**config.mk**
```make
export PLATFORM = sky130hd
export DESIGN_NAME = prog_loader
export DESIGN_NICKNAME = d
export VERILOG_FILES = /design/src/rtl/cpu_pkg.sv /design/src/rtl/prog_loader.sv
export SDC_FILE = /design/constraint.sdc
export NUM_CORES = 1
export LEC_CHECK = 0
export BUFFER_PORTS_ARGS = -buffer_cell sky130_fd_sc_hd__buf_2
export CAP_MARGIN = 20
export CORE_AREA = 8 8 88 59
export CTS_CLUSTER_SIZE = 12
export DETAILED_ROUTE_END_ITERATION = 6
export DIE_AREA = 0 0 96 67
export PLACE_DENSITY = 0.7
export SLEW_MARGIN = 20
export SYNTH_ARGS = -nofsm -noshare
export SYNTH_HDL_FRONTEND = slang
export SYNTH_SLANG_ARGS = --single-unit
```
**constraint.sdc**
```tcl
create_clock -name clk -period 3.9 [get_ports clk]
set_clock_uncertainty 0.2 [all_clocks]
set_input_delay 0.975 -clock clk [delete_from_list [all_inputs] [get_ports clk]]
set_output_delay 0.975 -clock clk [all_outputs]
set_load 0.01 [all_outputs]
```
**src/rtl/cpu_pkg.sv**
```systemverilog
// Shared definitions for the accumulator CPU and its boot-time program loader.
// Holds the loader state encoding, error codes and the default data/address widths.
package cpu_pkg;

    localparam int CPU_DATA_W = 8;
    localparam int CPU_ADDR_W = 4;

    typedef enum logic [2:0] {
        S_IDLE,
        S_LEN,
        S_DATA,
        S_CSUM,
        S_RUN,
        S_ERR
    } ld_state_t;

    localparam logic [1:0] ERR_NONE = 2'b00;
    localparam logic [1:0] ERR_LEN  = 2'b01;
    localparam logic [1:0] ERR_CSUM = 2'b10;

    // A frame is at most DEPTH payload bytes, at least one
    function automatic logic len_ok(input logic [31:0] n, input int unsigned depth);
        return (n != 32'd0) && (n <= depth);
    endfunction

endpackage

```
**src/rtl/prog_loader.sv**
```systemverilog
// Boot loader: takes a framed byte stream (LEN, payload, CSUM) over valid/ready,
// writes the payload into instruction memory from address 0 and releases the CPU.
//
// Ports:
//   clk, reset        clock (rising edge), asynchronous active-low reset
//   start             pulse that opens a new frame (from IDLE, RUN or ERR)
//   in_valid/in_data  stream byte offered by the producer
//   in_ready          loader accepts a byte this cycle
//   imem_we/addr/wdata one-cycle instruction memory write
//   cpu_reset         active-high reset to the CPU, low only in RUN
//   busy              frame in progress
//   error/err_code    sticky failure flag and its cause
module prog_loader
    import cpu_pkg::*;
#(
    parameter int ADDR_W = CPU_ADDR_W,
    parameter int DATA_W = CPU_DATA_W
) (
    input  logic              clk,
    input  logic              reset,
    input  logic              start,
    input  logic              in_valid,
    input  logic [DATA_W-1:0] in_data,
    output logic              in_ready,
    output logic              imem_we,
    output logic [ADDR_W-1:0] imem_addr,
    output logic [DATA_W-1:0] imem_wdata,
    output logic              cpu_reset,
    output logic              busy,
    output logic              error,
    output logic [1:0]        err_code
);

    localparam int unsigned DEPTH = 2 ** ADDR_W;
    // One extra bit so a length of exactly DEPTH is representable
    localparam int CW = ADDR_W + 1;

    ld_state_t         state, state_n;
    logic [CW-1:0]     len, len_n;
    logic [CW-1:0]     cnt, cnt_n;
    logic [DATA_W-1:0] csum, csum_n;
    logic              we_n;
    logic [ADDR_W-1:0] addr_n;
    logic [DATA_W-1:0] wdata_n;
    logic [1:0]        ec_n;
    logic              xfer;
    logic              in_frame_n;

    // in_ready is registered from the state, so it always agrees with it
    assign xfer = in_valid && in_ready;

    always_comb begin
        state_n = state;
        len_n   = len;
        cnt_n   = cnt;
        csum_n  = csum;
        we_n    = 1'b0;
        addr_n  = imem_addr;
        wdata_n = imem_wdata;
        ec_n    = err_code;

        unique case (state)
            S_IDLE: begin
                if (start) begin
                    state_n = S_LEN;
                end
            end
            S_LEN: begin
                if (xfer) begin
                    if (len_ok(32'(in_data), DEPTH)) begin
                        len_n   = CW'(in_data);
                        cnt_n   = '0;
                        csum_n  = '0;
                        state_n = S_DATA;
                    end else begin
                        ec_n    = ERR_LEN;
                        state_n = S_ERR;
                    end
                end
            end
            S_DATA: begin
                if (xfer) begin
                    we_n    = 1'b1;
                    addr_n  = cnt[ADDR_W-1:0];
                    wdata_n = in_data;
                    csum_n  = csum ^ in_data;
                    cnt_n   = cnt + 1'b1;
                    if (cnt_n == len) begin
                        state_n = S_CSUM;
                    end
                end
            end
            S_CSUM: begin
                if (xfer) begin
                    if (in_data == csum) begin
                        state_n = S_RUN;
                    end else begin
                        ec_n    = ERR_CSUM;
                        state_n = S_ERR;
                    end
                end
            end
            S_RUN, S_ERR: begin
                if (start) begin
                    ec_n    = ERR_NONE;
                    state_n = S_LEN;
                end
            end
            default: begin
                state_n = S_IDLE;
            end
        endcase
    end

    assign in_frame_n = (state_n == S_LEN) ||
                        (state_n == S_DATA) ||
                        (state_n == S_CSUM);

    always_ff @(posedge clk or negedge reset) begin
        if (!reset) begin
            state      <= S_IDLE;
            len        <= '0;
            cnt        <= '0;
            csum       <= '0;
            imem_we    <= 1'b0;
            imem_addr  <= '0;
            imem_wdata <= '0;
            in_ready   <= 1'b0;
            busy       <= 1'b0;
            cpu_reset  <= 1'b1;
            error      <= 1'b0;
            err_code   <= ERR_NONE;
        end else begin
            state      <= state_n;
            len        <= len_n;
            cnt        <= cnt_n;
            csum       <= csum_n;
            imem_we    <= we_n;
            imem_addr  <= addr_n;
            imem_wdata <= wdata_n;
            in_ready   <= in_frame_n;
            busy       <= in_frame_n;
            cpu_reset  <= (state_n != S_RUN);
            error      <= (state_n == S_ERR);
            err_code   <= ec_n;
        end
    end

endmodule

```
==> metrics.md, run 1 <==
| Metric | Value |
|---|---|
| Seq/Total Area, Yosys | `52.7%` |
| Net count, final | `234` |
| Internal power | `0.792 mW` |
| Hold Vio Cnt, Final | `0` |
| Post-synth EDFFs | `0` |
| Actual slew at the worst max-slew pin | `846 ps` |
| Top cell type's share of synthesized area | `51.2%` |
| P per Cell Area | `549 nW/um^2` |
| Top delay family on crit path | `multiplexers` |
| Combinational share of power | `28.0%` |
| RSZ-0062 raised after global routing | `no` |
| Area Growth Syn to Fin | `14.5%` |
| Sw Ratio | `32.1%` |
| # DRC | `0` |
| Clock tree from TritonCTS | `done` |
| Initial antenna violation count | `0` |
| Post-Layout Cell Count | `272` |
| Post-Place Cells | `264` |
| Pleak | `1.10 nW` |
| Share of cells above drive strength 1 | `21.2%` |
| WP buf/inv | `1` |
| CP Capture Type | `register` |
| Total vias in the final route | `1,380` |
| Fin crit period | `2720 ps` |
| Yosys reg bits | `39` |
| P_sw | `0.375 mW` |
| Mean Syn Cell Area | `9.71 um^2` |
| Top Usage Layer GRT | `met1` |
| Clock sinks | `39` |
| Die Span X | `96 um` |
| Critical-path top delay cell | `mux2i_1` |
| DRT iter0 DRCs | `103` |
| Clock Power Share | `24.3%` |
| ANT cells | `0` |
| Die Footprint | `6430 um^2` |
| Status | `finished, final reports clean` |
| Dpl ws | `880 ps` |
| Slew HR | `43.6%` |
| Fmax | `367 MHz` |
| Clock Path Buffers | `2` |
| GRT Util Overall | `13.8%` |
| GRT overflow | `0` |
| Crit path kind | `in2reg` |
| DRT antenna net count | `0` |
| CTS root buffer | `clkbuf_8` |
| Crit Path Max Fanout | `7` |
| Most used flip-flop cell after synthesis | `dfrtp_1` |
| Asr flop ratio synth | `100%` |
| Routed len/inst | `14.7 um` |
| M2 GR Usage | `16.6%` |
| Synth warnings | `0` |
| Setup TNS | `0 ps` |
| Worst-skew pair later-pin latency | `290 ps` |
| Layout filler cell count | `387` |
| Core Region | `3900 um^2` |
| Setup Fix Bufs, Post-CTS | `0` |
| Part of the power in registers | `47.7%` |
| Gate Count Post-Synth | `191` |
| WP data arrival | `2700 ps` |
| Post-synth cell types | `36` |
| Hold_buf cts | `0` |
| HP Class | `reg2reg` |
| Max stage delay on crit path | `520 ps` |
| H-Tree Depth | `2` |
| Initial core utilization | `47.6%` |
| # rows | `18` |
| Clock buffer count from CTS | `5` |
| Final Max Slew Viols | `0` |
| # setup viols final | `0` |
| Post-route clock period utilization | `69.8%` |
| Setup ws final | `1180 ps` |
| Req. time, crit path | `3880 ps` |
| Synth area leader | `dfrtp_1` |
| Die Ht | `67 um` |
| Boundary pin count | `31` |
| Area of the multi-input gates | `813 um^2` |
| Final WL | `4010 um` |
| Largest net degree at the start of global routing | `40` |
| Vias per inst | `5.07` |
| Setup crit start kind | `input port` |
| Post-Syn Area | `1860 um^2` |
| Number of global-route vias before repair | `1,342` |
| Critical-path cell list | `buf_2 > nor4_1 > mux2i_1 > or4_1 > mux2_4` |
| Detail Placement HPWL | `2870 um` |
| First-pass GRT wire length | `6760 um` |
| PortBufs | `30` |
| Net Count, Synth | `204` |
| Sequential Area | `977 um^2` |
| Maxcap violations | `0` |
| Grt met1 use | `21.2%` |
| TritonRoute pass-1 iters | `4` |
| GPL Wtd Cong | `0.800` |
| Clk slew on worst S/H paths | `70 ps` |
| GR Layer Usage met3 | `4.60%` |
| Gates resized, CTS repair | `0` |
| Peak supply drop | `0.307 mV` |
| Largest cells by area after synthesis | `dfrtp_1 (51%), nand2_1 (9.3%), o21ai_0 (6.2%)` |
## per-layer routing
layer,up-vias,share of wire (%)
met5,-,0
met4,0,0.95
met3,4,6.6
met2,40,38
met1,625,55
li1,711,-
## state kept, by name (all words and copies together) (netlist names)
name / flops
imem_wdata: 8
busy: 1
csum: 8
state: 3
imem_we: 1
cpu_reset: 1
imem_addr: 4
cnt: 5
len: 5
err_code: 2
error: 1
## cell usage in the layout (no fill, tap or decap), drive strengths merged, types with 3 or more instances in the layout
cell | Yosys | layout
a21oi | 4 | 4
buf | 4 | 31
clkbuf | 4 | 7
dfrtp | 38 | 38
inv | 6 | 6
mux2 | 5 | 5
nand2 | 46 | 46
nand4 | 3 | 3
nor2 | 14 | 14
nor4 | 3 | 3
o21ai | 23 | 23
xnor2 | 12 | 12
xor2 | 5 | 5
## cells by family (layout without fill, tap and decap cells)
logic type	after synthesis	in the layout	share of synthesized area, %
muxes	7	7	5.12
and+or+nand+nor	76	76	17.9
xor gates and xnor gates	17	17	8.02
AOI/OAI and AO/OA	37	37	12.1
buffers and inverters	14	45	3.51
adders and majority gates	1	1	0.674
DFF	39	39	52.7
## cells in the mapped netlist (2+ instances only)
cell / n
mux2_4: 5
o32a_1: 2
nand2_1: 46
inv_1: 6
o21ai_0: 23
nand4_1: 3
clkbuf_1: 4
nand2b_1: 2
xor2_1: 5
xnor2_1: 12
mux2i_1: 2
a21oi_1: 4
dfrtp_1: 38
nand3_1: 2
nor4_1: 3
nor2_1: 14
## power by group through the flow
| stage | Combinational [mW] | Clock, mW | Sequential [mW] |
|---|---|---|---|
| 5_1_grt | 0.368 | 0.312 | 0.569 |
| 4_1_cts | 0.330 | 0.291 | 0.557 |
| 2_1_floorplan | 0.226 | 0 | 0.563 |
| 3_5_place_dp | 0.329 | 0 | 0.565 |
| 3_3_place_gp | 0.325 | 0 | 0.563 |
| 6_report | 0.327 | 0.283 | 0.557 |
## area by class of cell
| class | instances | share of cell area [%] |
|---|---|---|
| Clock buffer | 7 | 4.06 |
| Inverter | 6 | 1.06 |
| Clock inverter | 1 | 0.236 |
| Tap cell | 50 | 2.94 |
| Sequential cell | 39 | 46.0 |
| Timing Repair Buffer | 31 | 7.42 |
| Multi-Input combinational cell | 138 | 38.3 |
## metrics by stage
step           hold WS [ps]  util (%)  instance area [um^2]  total power [mW]
2_1_floorplan           271         -                  1860             0.789
3_3_place_gp            254      52.2                  2030             0.888
3_5_place_dp            261      52.2                  2030             0.894
4_1_cts                 280      54.5                  2120              1.18
5_1_grt                 301      54.5                  2120              1.25
6_report                276      54.5                  2120              1.17
## worst paths after layout
check	slack [ps]	endpoint	from	depth (start not counted)
max in group asynchronous	2380	imem_wdata[3]	reset	1
hold reg to reg	280	imem_wdata[3]	imem_wdata[3]	2
hold / removal	280	imem_wdata[3]	imem_wdata[3]	2
setup / recovery	1180	len[1]	in_data[0]	5
min in group asynchronous	590	imem_addr[2]	reset	1
setup reg to reg	1530	busy	state[1]	6
## worst reg2reg max path, cell delays in order (launching register included)
cell and delay, ps:
dfrtp_1 510, nor3b_1 320, nand2_1 110, inv_1 370, nand4_1 160, o311a_1 450, a21oi_1 170
No activity file was read; power rests on OpenSTA's default activity.
==> inputs of run 2 (changes only) <==
PLACE_DENSITY = 0.73   (was 0.7)
clock period = 2.3 ns   (was 3.9 ns; I/O delays follow)
==> run 2 against run 1 <==
Sequential cell count stayed put. Critical path type unchanged. Highest routed layer unchanged. Clock power is 54% higher. Count of clock-buffer cells in the layout is 1 higher. Register-to-register slack worse by 1400 ps.
==> metrics.md, run 2 (synthesis results as in run 1) <==
| Metric | Value |
|---|---|
| Status | `finished, final reports clean` |
| # DRC | `0 (unchanged)` |
| Clock Path Buffers | `2 (unchanged)` |
| RSZ-0062 raised after global routing | `no` |
| PortBufs | `30 (unchanged)` |
| Area Growth Syn to Fin | `19.2%` |
| ANT cells | `0 (unchanged)` |
| Req. time, crit path | `2270 ps (-1610 ps)` |
| Critical-path top delay cell | `or4_1` |
| Top flop regs | `csum x8, imem_wdata x8` |
| Crit Path Max Fanout | `5 (-2)` |
| CTS root buffer | `clkbuf_8` |
| Most frequent cells in the layout | `nand2_1 (46), dfrtp_1 (38), buf_2 (30)` |
| Share of cells above drive strength 1 | `24.5% (+3.3 points)` |
| Setup crit start kind | `input port` |
| Number of global-route vias before repair | `1,431 (+6.6%)` |
| WP buf/inv | `2 (+1)` |
| R2R setup slack | `180 ps (-1350 ps)` |
| HP Class | `in2async` |
| Boundary pin count | `31 (unchanged)` |
| Initial core utilization | `47.6% (unchanged)` |
| Clock buffer count from CTS | `5 (unchanged)` |
| TritonRoute pass-1 iters | `4 (unchanged)` |
| DRT antenna net count | `0 (unchanged)` |
| GRT overflow | `0 (unchanged)` |
| GRT Util Overall | `14.4% (+0.56 points)` |
| Die Ht | `67 um (unchanged)` |
| Vias per inst | `5.23 (+3.0%)` |
| Top delay family on crit path | `simple AND/OR/NAND/NOR gates` |
| Final Max Slew Viols | `0 (unchanged)` |
| WP data arrival | `2120 ps (-580 ps)` |
| Hold Vio Cnt, Final | `0 (unchanged)` |
| Clk slew on worst S/H paths | `70 ps (about the same)` |
| Initial antenna violation count | `0 (unchanged)` |
| Routed len/inst | `15.3 um (+3.5%)` |
| Worst-skew pair later-pin latency | `280 ps (about the same)` |
| Final WL | `4320 um (+7.7%)` |
| Maxcap violations | `0 (unchanged)` |
| First-pass GRT wire length | `7130 um (+5.4%)` |
| Crit path kind | `in2reg` |
| Die Footprint | `6430 um^2 (unchanged)` |
| Actual slew at the worst max-slew pin | `493 ps (-353 ps)` |
| Clock tree from TritonCTS | `done` |
| Critical-path cell list | `buf_2 > nor4b_1 > mux2i_1 > or4_1 > buf_4 > mux2_4` |
| Detail Placement HPWL | `3190 um (+11%)` |
| Slew HR | `67.1% (+24 points)` |
| # rows | `18 (unchanged)` |
| Final cell utilization of the core | `56.7% (+2.2 points)` |
| Fin crit period | `2160 ps` |
| Setup Fix Bufs, Post-CTS | `0 (unchanged)` |
| Dpl ws | `-219 ps (-1100 ps)` |
| GPL Wtd Cong | `0.830 (+3.7%)` |
| Largest net degree at the start of global routing | `40 (unchanged)` |
| Fin Hold WS | `134 ps (-141 ps)` |
| Post-route clock period utilization | `93.7%` |
| Net count, final | `245 (+4.7%)` |
| Clock sinks | `39 (unchanged)` |
| Peak supply drop | `0.629 mV (+100%)` |
| H-Tree Depth | `2 (unchanged)` |
| Setup ws final | `144 ps (-1030 ps)` |
| Gates resized, CTS repair | `0 (unchanged)` |
| Total vias in the final route | `1,479 (+7.2%)` |
| P per Cell Area | `887 nW/um^2 (+61%)` |
| Hold_buf cts | `0 (unchanged)` |
| CP Capture Type | `register` |
| Die Span X | `96 um (unchanged)` |
| # setup viols final | `0 (unchanged)` |
| Pleak | `1.14 nW (+4.3%)` |
| DRT iter0 DRCs | `119 (+16%)` |
| Max stage delay on crit path | `470 ps (-50 ps)` |
| Fmax | `464 MHz` |
| Core Region | `3900 um^2 (unchanged)` |
| Commonest non-fill, non-tap cell in the layout | `nand2_1` |
| Pwr Total | `1.96 mW (+68%)` |
run 2: through the flow:
stage | std cells | cell area [um^2] | setup TNS (ps)
floorplan | 191 | 1860 | 0
global placement | 275 | 2120 | -2060
detailed placement | 275 | 2120 | -3090
CTS | 283 | 2200 | 0
global route | 283 | 2210 | 0
finish | 283 | 2210 | 0
run 2: path summary, 6_finish.rpt:
path	start	end	cells after the start
min	reset	imem_addr[1]	2
max in group asynchronous	reset	cpu_reset	2
min reg2reg	imem_wdata[3]	imem_wdata[3]	2
max reg2reg	state[1]	busy	6
max	in_data[7]	len[2]	6
min in group clk	imem_wdata[3]	imem_wdata[3]	2
run 2: power breakdown:
group | leakage [nW] | internal, mW | switching [mW] | total (mW)
clock network | 0.0395 | 0.215 | 0.220 | 0.435
logic | 0.579 | 0.283 | 0.298 | 0.581
registers | 0.524 | 0.828 | 0.116 | 0.943
run 2: layer usage:
metal  track usage (%)  share of wire (%)
met5                 0                  0
met3              4.83                6.5
met4              3.43               0.58
met2              19.0                 40
met1              21.4                 52
run 2: final cells by class:
type,instances,area [um^2]
sequential,39,977
tap,50,62.6
clock buffer,8,80.1
multi-input combinational,138,828
fill,353,1690
timing repair buffer,42,240
inverter,6,22.5
==> inputs of run 3 (changes only) <==
CELL_PAD_IN_SITES_DETAIL_PLACEMENT = 1   (was not set)
CELL_PAD_IN_SITES_GLOBAL_PLACEMENT = 2   (was not set)
CORE_AREA = 8 8 109 71   (was 8 8 88 59)
DIE_AREA = 0 0 117 79   (was 0 0 96 67)
PLACE_DENSITY = not set   (was 0.73)
PLACE_DENSITY_LB_ADDON = 0.1   (was not set)
==> run 3 against run 2 <==
Worst hold slack worse by 3.9 ps. Worst setup slack got worse by 11 ps. Utilization fell by 20 points. Global-route usage down 2.3 points. Power grew 4.6%. Count of clock-buffer cells in the layout decreased by 1. Via count down 0.27%. Non-clock buffer count grew 6. Sequential share of layout area fell by 2.3 points. First-iteration DRC count decreased by 61%.
==> metrics.md, run 3 (synthesis results as in run 1) <==
| Metric | Value |
|---|---|
| HP Class | `in2async` |
| # rows | `23 (+5)` |
| Peak supply drop | `0.228 mV (-64%)` |
| DRT antenna net count | `0 (unchanged)` |
| Slew HR | `64.6% (-2.5 points)` |
| Detail Placement HPWL | `3810 um (+20%)` |
| TritonRoute pass-1 iters | `4 (unchanged)` |
| GRT Util Overall | `12.1% (-2.3 points)` |
| Actual slew at the worst max-slew pin | `531 ps (+37.7 ps)` |
| PortBufs | `30 (unchanged)` |
| Post-route clock period utilization | `94.2% (+0.46 points)` |
| Initial antenna violation count | `0 (unchanged)` |
| Total vias in the final route | `1,475 (-0.27%)` |
| Clock buffer count from CTS | `5 (unchanged)` |
| Clock tree from TritonCTS | `done` |
| Clk slew on worst S/H paths | `80 ps (about the same)` |
| Number of global-route vias before repair | `1,641 (+15%)` |
| Crit Path Max Fanout | `6 (+1)` |
| Hold_buf cts | `0 (unchanged)` |
| WP data arrival | `2130 ps (about the same)` |
| Die Ht | `79 um (+18%)` |
| Die Span X | `117 um (+22%)` |
| First-pass GRT wire length | `8580 um (+20%)` |
| Pleak | `1.19 nW (+3.8%)` |
| CTS root buffer | `clkbuf_8` |
| Share of cells above drive strength 1 | `27.6% (+3.2 points)` |
| Most frequent cells in the layout | `nand2_1 (46), dfrtp_1 (38), buf_2 (30)` |
| CP Capture Type | `register` |
| Area Growth Syn to Fin | `25.7%` |
| Clock Path Buffers | `2 (unchanged)` |
| ANT cells | `0 (unchanged)` |
| Fmax | `462 MHz (-0.49%)` |
| Req. time, crit path | `2270 ps (about the same)` |
| Maxcap violations | `0 (unchanged)` |
| # DRC | `0 (unchanged)` |
| Core Region | `6270 um^2 (+61%)` |
| DRT iter0 DRCs | `47 (-61%)` |
| Worst reg2reg path depth | `4 (-2)` |
| Boundary pin count | `31 (unchanged)` |
| Layout filler cell count | `759 (+120%)` |
| Area of the multi-input gates | `843 um^2 (+1.8%)` |
| P per Cell Area | `879 nW/um^2 (-0.80%)` |
| Largest net degree at the start of global routing | `40 (unchanged)` |
| RSZ-0062 raised after global routing | `no` |
| # setup viols final | `0 (unchanged)` |
| Commonest non-fill, non-tap cell in the layout | `nand2_1` |
| Vias per inst | `4.52 (-13%)` |
| Clock sinks | `39 (unchanged)` |
| Status | `finished, final reports clean` |
| Final WL | `5180 um (+20%)` |
| Crit path kind | `in2reg` |
| Net count, final | `251 (+2.4%)` |
| Setup TNS | `0 ps (unchanged)` |
| Worst-skew pair later-pin latency | `290 ps (about the same)` |
| Pwr Total | `2.05 mW (+4.6%)` |
| Initial core utilization | `29.6% (-18 points)` |
| Fin Hold WS | `130 ps (-3.92 ps)` |
| GRT overflow | `0 (unchanged)` |
| Final Max Slew Viols | `0 (unchanged)` |
| Fin crit period | `2170 ps (+10.7 ps)` |
| Die Footprint | `9240 um^2 (+44%)` |
| Routed len/inst | `15.9 um (+4.2%)` |
| Setup crit start kind | `input port` |
| GPL Wtd Cong | `0.776 (-6.5%)` |
| Sequential Area | `977 um^2 (unchanged)` |
| Hold Vio Cnt, Final | `0 (unchanged)` |
| Top flop regs | `csum x8, imem_wdata x8` |
| H-Tree Depth | `2 (unchanged)` |
run 3: cell types whose count changed in the layout (fill, tap and decap cells not counted), sizes merged:
cell / delta
clkinv: +1
clkbuf: -1
buf: +6
run 3: final timing paths:
path                       slack, ps    startpoint             to
min                              130         reset  imem_wdata[7]
min reg2reg                      270  imem_addr[0]   imem_addr[0]
max                              130    in_data[4]         len[4]
max reg2reg                      240      state[2]         len[4]
max in group asynchronous       1380         reset      cpu_reset
min in group clk                 270  imem_addr[0]   imem_addr[0]
run 3: report_power, final:
part           switching (mW)  internal (mW)
Sequential              0.121          0.827
Combinational           0.315          0.299
Clock                   0.243          0.246
Total                   0.679           1.37
run 3: repair_timing:
item                       in CTS  in global routing
resized for setup               1                  3
buffers inserted                0                  0
setup endpoints to repair       9                 18
pin swaps                       0                  0
run 3: per-stage QoR:
stage,setup WS (ps),instances,cell area (um^2),util [%]
2_1_floorplan,19.9,191,1860,-
3_3_place_gp,-254,318,2210,35.2
3_5_place_dp,-354,318,2210,35.2
4_1_cts,8.83,326,2310,36.8
5_1_grt,12.0,326,2330,37.2
6_report,133,326,2330,37.2
run 3: worst max-delay path: stages:
cell and delay (ps):
buf_2 130, nor4_4 290, buf_4 150, mux2i_1 80, or4_1 410, buf_4 190, mux2_4 300
run 3: final cells by class:
cell class	instances	share of cell area [%]
clock buffers	7	3.70
multi-input cells	138	36.2
clock inverters	1	0.376
well taps	87	4.67
repair buffers	48	12.2
inverters	6	0.966
flip-flops and latches	39	41.9
run 3: per-layer routing:
metal / wire length [um] / part of all wire, % / vias to the layer above / global-route usage, %
met4: 60 / 1.2 / 0 / 3.81
met3: 154 / 3.0 / 4 / 3.10
li1: - / - / 740 / -
met1: 2660 / 51 / 714 / 16.8
met2: 2310 / 45 / 17 / 17.8
met5: 0 / 0 / - / 0
